===== src/rtl/mem_stage_if.sv =====
// mem_stage_if: request/response data-SRAM bus between the memory stage and the data SRAM.
interface mem_stage_if;
  logic        data_req;
  logic        data_wr;
  logic [1:0]  data_size;
  logic [31:0] data_addr;
  logic [31:0] data_wdata;
  logic [3:0]  data_wstrb;
  logic        data_addr_ok;
  logic        data_data_ok;
  logic [31:0] data_rdata;
  modport master (output data_req, data_wr, data_size, data_addr, data_wdata, data_wstrb,
                  input  data_addr_ok, data_data_ok, data_rdata);
  modport slave  (input  data_req, data_wr, data_size, data_addr, data_wdata, data_wstrb,
                  output data_addr_ok, data_data_ok, data_rdata);
endinterface


===== src/rtl/mem_stage.sv =====
// mem_stage: pipeline memory stage; issues SRAM accesses, aligns loads, builds store strobes, flags misalignment.
module mem_stage #(
  parameter logic [31:0] RESET_PC = 32'h0000_0000
) (
  input  logic        clk,
  input  logic        rstn,
  input  logic        in_valid,
  output logic        in_ready,
  input  logic [31:0] in_addr,
  input  logic [31:0] in_wdata,
  input  logic        in_mem_read,
  input  logic        in_mem_write,
  input  logic        in_mem_to_reg,
  input  logic        in_reg_write,
  input  logic [4:0]  in_write_reg,
  input  logic [31:0] in_inst,
  input  logic [31:0] in_pc,
  mem_stage_if.master dbus,
  output logic        wb_valid,
  output logic [31:0] wb_data,
  output logic [4:0]  wb_reg,
  output logic        wb_we,
  output logic [31:0] wb_pc,
  output logic [31:0] wb_inst,
  output logic        wb_exc_adel,
  output logic        wb_exc_ades,
  output logic [31:0] wb_badvaddr
);
  localparam logic [5:0] LB = 6'b100000, LH = 6'b100001, LBU = 6'b100100, LHU = 6'b100101;
  localparam logic [5:0] SB = 6'b101000, SH = 6'b101001;
  typedef enum logic [1:0] {IDLE, REQ, WAIT} state_t;
  state_t state, state_n;
  logic [31:0] a_q, d_q, inst_q, pc_q;
  logic [5:0]  op_q;
  logic [1:0]  sz_q;
  logic        wr_q, m2r_q, rw_q;
  logic [4:0]  rg_q;
  logic [5:0]  op;
  logic [1:0]  in_size;
  logic        in_mem, mis, accept;
  logic [31:0] sel, ld;
  assign op      = in_inst[31:26];
  // unknown opcodes with a memory control set fall through to word size
  assign in_size = (op == LB || op == LBU || op == SB) ? 2'd0 :
                   (op == LH || op == LHU || op == SH) ? 2'd1 : 2'd2;
  assign in_mem  = in_mem_read | in_mem_write;
  assign mis     = in_mem & (in_size == 2'd1 ? in_addr[0] : in_size == 2'd2 ? |in_addr[1:0] : 1'b0);
  assign accept  = in_valid & in_ready;
  assign sel     = dbus.data_rdata >> {a_q[1:0], 3'b000};
  assign ld      = op_q == LB  ? {{24{sel[7]}}, sel[7:0]} :
                   op_q == LBU ? {24'h0, sel[7:0]} :
                   op_q == LH  ? {{16{sel[15]}}, sel[15:0]} :
                   op_q == LHU ? {16'h0, sel[15:0]} : dbus.data_rdata;
  assign dbus.data_wr    = wr_q;
  assign dbus.data_size  = sz_q;
  assign dbus.data_addr  = a_q;
  assign dbus.data_wdata = sz_q == 2'd0 ? {4{d_q[7:0]}} : sz_q == 2'd1 ? {2{d_q[15:0]}} : d_q;
  assign dbus.data_wstrb = !wr_q ? 4'b0000 : sz_q == 2'd0 ? 4'b0001 << a_q[1:0] :
                           sz_q == 2'd1 ? 4'b0011 << a_q[1:0] : 4'b1111;
  always_comb begin
    in_ready      = state == IDLE;
    dbus.data_req = state == REQ;
    state_n       = state == IDLE ? (accept & in_mem & ~mis ? REQ : IDLE) :
                    state == REQ  ? (dbus.data_addr_ok ? WAIT : REQ) :
                    (dbus.data_data_ok ? IDLE : WAIT);
  end
  always_ff @(posedge clk or negedge rstn) begin
    if (!rstn) begin
      state       <= IDLE;
      {a_q, d_q, inst_q, pc_q, op_q, sz_q, wr_q, m2r_q, rw_q, rg_q} <= '0;
      wb_valid    <= 1'b0;
      wb_data     <= '0;
      wb_reg      <= '0;
      wb_we       <= 1'b0;
      wb_pc       <= RESET_PC;
      wb_inst     <= '0;
      wb_exc_adel <= 1'b0;
      wb_exc_ades <= 1'b0;
      wb_badvaddr <= '0;
    end else begin
      state    <= state_n;
      wb_valid <= 1'b0;
      if (accept && in_mem && !mis) begin
        {a_q, d_q, inst_q, pc_q} <= {in_addr, in_wdata, in_inst, in_pc};
        {op_q, sz_q, wr_q, m2r_q, rw_q, rg_q} <= {op, in_size, in_mem_write, in_mem_to_reg, in_reg_write, in_write_reg};
      end
      if (accept && (!in_mem || mis)) begin
        wb_valid    <= 1'b1;
        wb_data     <= in_addr;
        wb_reg      <= in_write_reg;
        wb_we       <= in_reg_write & ~mis;
        wb_pc       <= in_pc;
        wb_inst     <= in_inst;
        wb_exc_adel <= mis & in_mem_read;
        wb_exc_ades <= mis & in_mem_write;
        wb_badvaddr <= mis ? in_addr : 32'h0;
      end
      if (state == WAIT && dbus.data_data_ok) begin
        wb_valid    <= 1'b1;
        wb_data     <= m2r_q ? ld : a_q;
        wb_reg      <= rg_q;
        wb_we       <= rw_q;
        wb_pc       <= pc_q;
        wb_inst     <= inst_q;
        wb_exc_adel <= 1'b0;
        wb_exc_ades <= 1'b0;
        wb_badvaddr <= 32'h0;
      end
    end
  end
endmodule


===== src/flat_wrapper.sv =====
// flat-port wrapper written by rule: the top's interface ports become plain ports
module mem_stage_flat 
#(
  parameter logic [31:0] RESET_PC = 32'h0000_0000
)
  (clk, rstn, in_valid, in_ready, in_addr, in_wdata, in_mem_read, in_mem_write, in_mem_to_reg, in_reg_write, in_write_reg, in_inst, in_pc, wb_valid, wb_data, wb_reg, wb_we, wb_pc, wb_inst, wb_exc_adel, wb_exc_ades, wb_badvaddr, dbus_data_req, dbus_data_wr, dbus_data_size, dbus_data_addr, dbus_data_wdata, dbus_data_wstrb, dbus_data_addr_ok, dbus_data_data_ok, dbus_data_rdata);
  mem_stage_if dbus_i ();
  input  logic clk;
  input  logic rstn;
  input  logic in_valid;
  output logic in_ready;
  input  logic [31:0] in_addr;
  input  logic [31:0] in_wdata;
  input  logic in_mem_read;
  input  logic in_mem_write;
  input  logic in_mem_to_reg;
  input  logic in_reg_write;
  input  logic [4:0] in_write_reg;
  input  logic [31:0] in_inst;
  input  logic [31:0] in_pc;
  output logic wb_valid;
  output logic [31:0] wb_data;
  output logic [4:0] wb_reg;
  output logic wb_we;
  output logic [31:0] wb_pc;
  output logic [31:0] wb_inst;
  output logic wb_exc_adel;
  output logic wb_exc_ades;
  output logic [31:0] wb_badvaddr;
  output wire logic [$bits(dbus_i.data_req)-1:0] dbus_data_req;
  output wire logic [$bits(dbus_i.data_wr)-1:0] dbus_data_wr;
  output wire logic [$bits(dbus_i.data_size)-1:0] dbus_data_size;
  output wire logic [$bits(dbus_i.data_addr)-1:0] dbus_data_addr;
  output wire logic [$bits(dbus_i.data_wdata)-1:0] dbus_data_wdata;
  output wire logic [$bits(dbus_i.data_wstrb)-1:0] dbus_data_wstrb;
  input wire logic [$bits(dbus_i.data_addr_ok)-1:0] dbus_data_addr_ok;
  input wire logic [$bits(dbus_i.data_data_ok)-1:0] dbus_data_data_ok;
  input wire logic [$bits(dbus_i.data_rdata)-1:0] dbus_data_rdata;
  assign dbus_data_req = dbus_i.data_req;
  assign dbus_data_wr = dbus_i.data_wr;
  assign dbus_data_size = dbus_i.data_size;
  assign dbus_data_addr = dbus_i.data_addr;
  assign dbus_data_wdata = dbus_i.data_wdata;
  assign dbus_data_wstrb = dbus_i.data_wstrb;
  assign dbus_i.data_addr_ok = dbus_data_addr_ok;
  assign dbus_i.data_data_ok = dbus_data_data_ok;
  assign dbus_i.data_rdata = dbus_data_rdata;
  mem_stage #(.RESET_PC(RESET_PC)) u_core (.clk(clk), .rstn(rstn), .in_valid(in_valid), .in_ready(in_ready), .in_addr(in_addr), .in_wdata(in_wdata), .in_mem_read(in_mem_read), .in_mem_write(in_mem_write), .in_mem_to_reg(in_mem_to_reg), .in_reg_write(in_reg_write), .in_write_reg(in_write_reg), .in_inst(in_inst), .in_pc(in_pc), .dbus(dbus_i), .wb_valid(wb_valid), .wb_data(wb_data), .wb_reg(wb_reg), .wb_we(wb_we), .wb_pc(wb_pc), .wb_inst(wb_inst), .wb_exc_adel(wb_exc_adel), .wb_exc_ades(wb_exc_ades), .wb_badvaddr(wb_badvaddr));
endmodule

===== config.mk =====
export PLATFORM = sky130hd
export DESIGN_NAME = mem_stage_flat
export DESIGN_NICKNAME = d
export VERILOG_FILES = /design/src/rtl/mem_stage_if.sv /design/src/rtl/mem_stage.sv /design/src/flat_wrapper.sv
export SDC_FILE = /design/constraint.sdc
export NUM_CORES = 1
export LEC_CHECK = 0
export ABC_CLOCK_PERIOD_IN_PS = 1850
export BUFFER_PORTS_ARGS = -buffer_cell sky130_fd_sc_hd__buf_2
export CAP_MARGIN = 25
export CORE_MARGIN = 10
export CORE_UTILIZATION = 25
export DETAILED_ROUTE_END_ITERATION = 7
export SLEW_MARGIN = 0
export SYNTH_ARGS = -nofsm -noshare
export SYNTH_HDL_FRONTEND = slang
export SYNTH_SLANG_ARGS = --single-unit
export TNS_END_PERCENT = 5

===== constraint.sdc =====
create_clock -name clk -period 1.85 [get_ports clk]
set_input_delay 0.37 -clock clk [delete_from_list [all_inputs] [get_ports clk]]
set_output_delay 0.37 -clock clk [all_outputs]
set_load 0.1 [all_outputs]

-- Word level (Yosys, flattened, before mapping)
Index checks and enable logic that the tools add are counted.
- $add $sub $neg: 0
- multiply operators: 0
- divide/modulo/power cells: 0
- magnitude comparators: 0
- eq/ne operators: 15
- shifts and indexed selects: 3
- muxes and demuxes: 38
- bitwise gates (word level): 9
- reduce and logical (&&, ||, !) cells: 15
- operators by type and width (kind ; count):
    two-way mux 32 bit ; 16
    == test 6 bit (second input constant) ; 10
    right shift 32 x 5 -> 16 bit ; 1
    two-way mux 2 bit ; 6
    two-way mux 4 bit ; 3
    two-way mux 1 bit ; 11
    two-way mux 5 bit ; 2
    AND 1 bit ; 7
    == test 2 x 1 -> 1 bit (second input constant) ; 3
    logical OR 1 bit ; 5
    == test 2 bit (second input constant) ; 2
    logical AND 1 bit ; 4
    logical NOT 2 bit ; 2
    << shifter 1 x 2 -> 4 bit (first input constant) ; 1
    << shifter 2 x 2 -> 4 bit (first input constant) ; 1
    logical NOT 1 bit ; 2
    nonzero test 2 bit ; 1
    OR reduction 2 bit ; 1
    NOT 1 bit ; 1
    OR 1 bit ; 1
- register bits after elaboration: 283
- latch bits: 0
- bits in writable memories: 0
- ROM bits: 0
- input bits: 174
- output and inout bits: 210
- word-level logic and storage cells: 100
- memories: 0

-- Logic depth before layout (Yosys ltp)
- depth after elaboration: 13
- mapped depth: 9
- mapped depth without buffers: 6

-- Worst setup path before layout
OpenSTA, ideal clock, no wires.
- path kind: register -> output
- from: reg u_core.sz_q[0], in the netlist u_core.dbus.data_size[0]
- to: out dbus_data_wdata[24]
- data arrival time: 3.848 ns
- data required time: 1.480 ns
- path slack: -2.368 ns
- cell stages (with the launch flop): 5
- path buffers: 2
- cell sequence: dfrtp_1 clkbuf_1 buf_1 mux2i_1 o21ai_0
- cells in the longest elaborated chain, start to end: 3
- elaborated cells between the ends (all ways): 4
- classes of those cells: eq/ne (1); mux (2); reduce/logical (1)
- ends and longest elaborated chain (element ; line ; RTL):
    start: declaration ; mem_stage.sv:35 ; logic [1:0] sz_q;
    start signal: assignment ; mem_stage.sv:85 ; {op_q, sz_q, wr_q, m2r_q, rw_q, rg_q} <= {op, in_size, in_mem_write, in_mem_to_reg, in_reg_write, in_write_reg ...
    == test 2 x 1 -> 1 bit ; mem_stage.sv:57 ; assign dbus.data_wdata = sz_q == 2'd0 ? {4{d_q[7:0]}} : sz_q == 2'd1 ? {2{d_q[15:0]}} : d_q;
    two-way mux 32 bit ; mem_stage.sv:57 ;
    two-way mux 32 bit * ; mem_stage.sv:57 ;
    end: declaration ; flat_wrapper.sv:34 ; output wire logic [$bits(dbus_i.data_wdata)-1:0] dbus_data_wdata;
Mark *: on every way between the ends. The rest lies on a longest branch, timed or not.

-- Final worst setup path
- from: reg u_core.a_q[1], in the netlist u_core.dbus.data_addr[1]
- to: out dbus_data_wstrb[2]
- cells in the longest elaborated chain, start to end: 4
- elaborated cells between the ends (all ways): 5
- classes of those cells: shift (2); mux (3)
- ends and longest elaborated chain (element ; line ; RTL):
    start: declaration ; mem_stage.sv:33 ; logic [31:0] a_q, d_q, inst_q, pc_q;
    start signal: assignment ; mem_stage.sv:84 ; {a_q, d_q, inst_q, pc_q} <= {in_addr, in_wdata, in_inst, in_pc};
    << shifter 2 x 2 -> 4 bit ; mem_stage.sv:59 ; sz_q == 2'd1 ? 4'b0011 << a_q[1:0] : 4'b1111;
    two-way mux 4 bit ; mem_stage.sv:59 ;
    two-way mux 4 bit * (2 in series) ; mem_stage.sv:58 ; assign dbus.data_wstrb = !wr_q ? 4'b0000 : sz_q == 2'd0 ? 4'b0001 << a_q[1:0] :
    end: declaration ; flat_wrapper.sv:35 ; output wire logic [$bits(dbus_i.data_wstrb)-1:0] dbus_data_wstrb;
Marked as above.

==> results.sh <==
export IMPL_post_synth_most_frequent_cells="277 x dfrtp_1, 174 x nand2_1, 139 x mux2_2, 100 x nor2_1, 77 x a31oi_1"
export IMPL_wl_per_cell_um=20.30
export IMPL_yosys_top_cells_area="dfrtp_1 55%, mux2_2 12%, nand2_1 5.2%, a31oi_1 3.8%, nor2_1 3.0%"
export IMPL_synthCells=1149
export IMPL_skew_ps=20.25
export IMPL_synth_edf_count=0
export IMPL_avgSynthCellArea_um2=10.95
export IMPL_maxSlewViolCount=0
export IMPL_drtIter0Drc=678
export IMPL_layout_drive_gt1_share=0.4688
export IMPL_viasPerCell=4.727
export IMPL_area_growth_pct=44.98
export IMPL_dr_total_vias=10750
export IMPL_tightest_slew_ps=905.1
export IMPL_setup_viol=277
export IMPL_hold_path_class="in2reg"
export IMPL_violations="setup timing"
export IMPL_arrival_ps=1980
export IMPL_post_route_period_util=1.271
export IMPL_async_flop_share=1.000
export IMPL_dieArea_um2=59720
export IMPL_yosysMostFrequentCell="dfrtp_1"
export IMPL_grt_pass1_wl_um=70670
export IMPL_clockRootBuffer="clkbuf_16"
export IMPL_rows=82
export IMPL_pin_count=384
export IMPL_slew_headroom=0.3966
export IMPL_io_buffers=383
export IMPL_hpwlAfterDp_um=34410
export IMPL_p_leak_nw=8.298
export IMPL_routed_wirelength_um=46150
export IMPL_yosys_area_top_type="dfrtp_1"
export IMPL_drc_errors=0
export IMPL_grt_max_degree=59
export IMPL_gr_usage_all_layers=0.1500
export IMPL_clk_pin_slew_ps=60
export IMPL_path_class="reg2out"
export IMPL_die_w_um=244.4
export IMPL_multiInputGateArea_um2=5482
export IMPL_final_util=0.3652
export IMPL_setup_slack_ps=-501.3
export IMPL_cp_start_kind="register"
export IMPL_dr_pass1_iters=5
export IMPL_finalNetCount=1753
export IMPL_power_density_nw_per_um2=1967
export IMPL_rsz0062_at_grt="yes"
export IMPL_yosysUniqueCellTypes=51
export IMPL_overflow=0
export IMPL_routabilityCongestion=0.7912
export IMPL_cp_max_fo=5
export IMPL_synth_seq_cells=277
export IMPL_status="complete, but fails checks"
export IMPL_nFillCells=4946
export IMPL_dominantRegCellSynth="dfrtp_1"
export IMPL_yosysSeqAreaShare=0.5508
export IMPL_antenna_found_initial=11
export IMPL_required_ps=1480
export IMPL_yosys_area_top_type_share=0.5508
export IMPL_htreeDepth=2
export IMPL_yosys_warnings=0
export IMPL_fp_dieH_um=244.4
export IMPL_initial_core_util=0.2519
export IMPL_fin_crit_ps=2351
export IMPL_vdd_drop_max_mv=1.540
export IMPL_max_cap_violations=0
export IMPL_drtAntennaViolNets=0
export IMPL_clock_latency_ps=550
export IMPL_ctsLongestPathBuffers=3
export IMPL_seqCellArea_um2=6948
export IMPL_core_um2=49970
export IMPL_synth_fp_nets=1327
export IMPL_synth_area_um2=12590
export IMPL_max_freq_mhz=425.3
export IMPL_finalHoldViolCount=0
export IMPL_end_kind="primary output"
export IMPL_dpl_worst_slack_ps=-428.5
export IMPL_cts_sink_count=277
export IMPL_grt_pass1_vias=11280
export IMPL_cts_buffers=35
export IMPL_cts_tree="done"
export IMPL_whs_ps=48.41
==> stage by stage <==
step,instances,TNS (ps),power (mW),instance area (µm²)
6_report,2273,-30130,35.89,18250
5_1_grt,2273,-56020,37.32,18250
4_1_cts,2270,-40970,36.09,18080
3_5_place_dp,2203,-87260,28.07,16510
3_3_place_gp,2203,-66730,27.79,16510
2_1_floorplan,1149,-23450,23.28,12850
==> power by group <==
group / internal (mW) / switching, mW / total (mW)
Combinational: 5.05 / 14.5 / 19.5
Clock: 4.35 / 2.82 / 7.17
Sequential: 7.90 / 1.28 / 9.17
==> critical path: stages, from the launching register on <==
cell	delay, ps
dfrtp_4	550
clkinv_4	90
ha_4	180
mux2_4	250
o21a_4	200
buf_12	160
==> path summary, 6_finish.rpt <==
kind	startpoint	endpoint	slack, ps	depth (start not counted)
worst min register to register	u_core.wb_we$_DFFE_PN0P_	u_core.wb_we$_DFFE_PN0P_	480	2
worst max register to register	u_core.op_q[4]$_DFFE_PN0P_	u_core.wb_data[11]$_DFFE_PN0P_	-200	6
worst max-delay path	u_core.dbus.data_addr[1]$_DFFE_PN0P_	dbus_data_wstrb[2]	-500	5
worst min-delay path	in_wdata[26]	u_core.d_q[26]$_DFFE_PN0P_	50	2
max in group asynchronous	rstn	u_core.dbus.data_addr[18]$_DFFE_PN0P_	840	4
min in group asynchronous	rstn	u_core.wb_inst[11]$_DFFE_PN0P_	240	2
==> kinds of logic (layout without fill, tap and decap cells) <==
kind of cell | Yosys count | after routing | share of synthesized area
other | 0 | 1 | 0
and+or+nand+nor | 301 | 301 | 0.09743
adders and majority gates | 4 | 4 | 0.003977
muxes | 169 | 169 | 0.1497
buffers and inverters | 105 | 556 | 0.04434
AOI/OAI and AO/OA | 293 | 293 | 0.1538
DFF | 277 | 277 | 0.5508
==> cell usage in the layout, fill, tap and decap left out, types with 7 or more instances in the layout <==
| cell type | instances |
|---|---|
| a211o_1 | 7 |
| a21oi_1 | 40 |
| a21oi_2 | 15 |
| a22o_1 | 35 |
| a31oi_1 | 76 |
| buf_12 | 66 |
| buf_2 | 339 |
| buf_4 | 58 |
| buf_6 | 10 |
| clkbuf_16 | 36 |
| clkbuf_4 | 9 |
| dfrtp_1 | 272 |
| mux2_1 | 15 |
| mux2_2 | 123 |
| mux2_4 | 16 |
| mux2i_1 | 12 |
| nand2_1 | 174 |
| nand2b_1 | 9 |
| nand3_1 | 8 |
| nor2_1 | 93 |
| o21ai_0 | 50 |
| o21ai_4 | 8 |
| o22ai_1 | 14 |
==> area by class of cell <==
| cell class | instances | area share |
|---|---|---|
| inverter | 6 | 0.003360 |
| multi-input combinational | 767 | 0.3004 |
| clock buffer | 46 | 0.05417 |
| antenna | 1 | 0.0001371 |
| tap | 672 | 0.04608 |
| timing repair buffer | 488 | 0.2035 |
| sequential | 277 | 0.3808 |
| clock inverter | 16 | 0.01159 |
==> per-layer routing <==
metal | wire length [µm] | global-route usage
met1 | 18450 | 0.1787
met2 | 22470 | 0.2482
met5 | 121 | 0
met3 | 3683 | 0.05047
met4 | 1429 | 0.05333
==> timing repair <==
action | 4_1_cts | 5_1_grt
endpoints found under the setup margin | 312 | 313
hold buffers | 2 | 0
gates resized for setup | 86 | 45
hold endpoints to repair | 132 | 0
setup buffers | 3 | 2
gates cloned | 0 | 0
pin swaps | 12 | 23
Note: power is estimated with default switching activity, not from simulation.
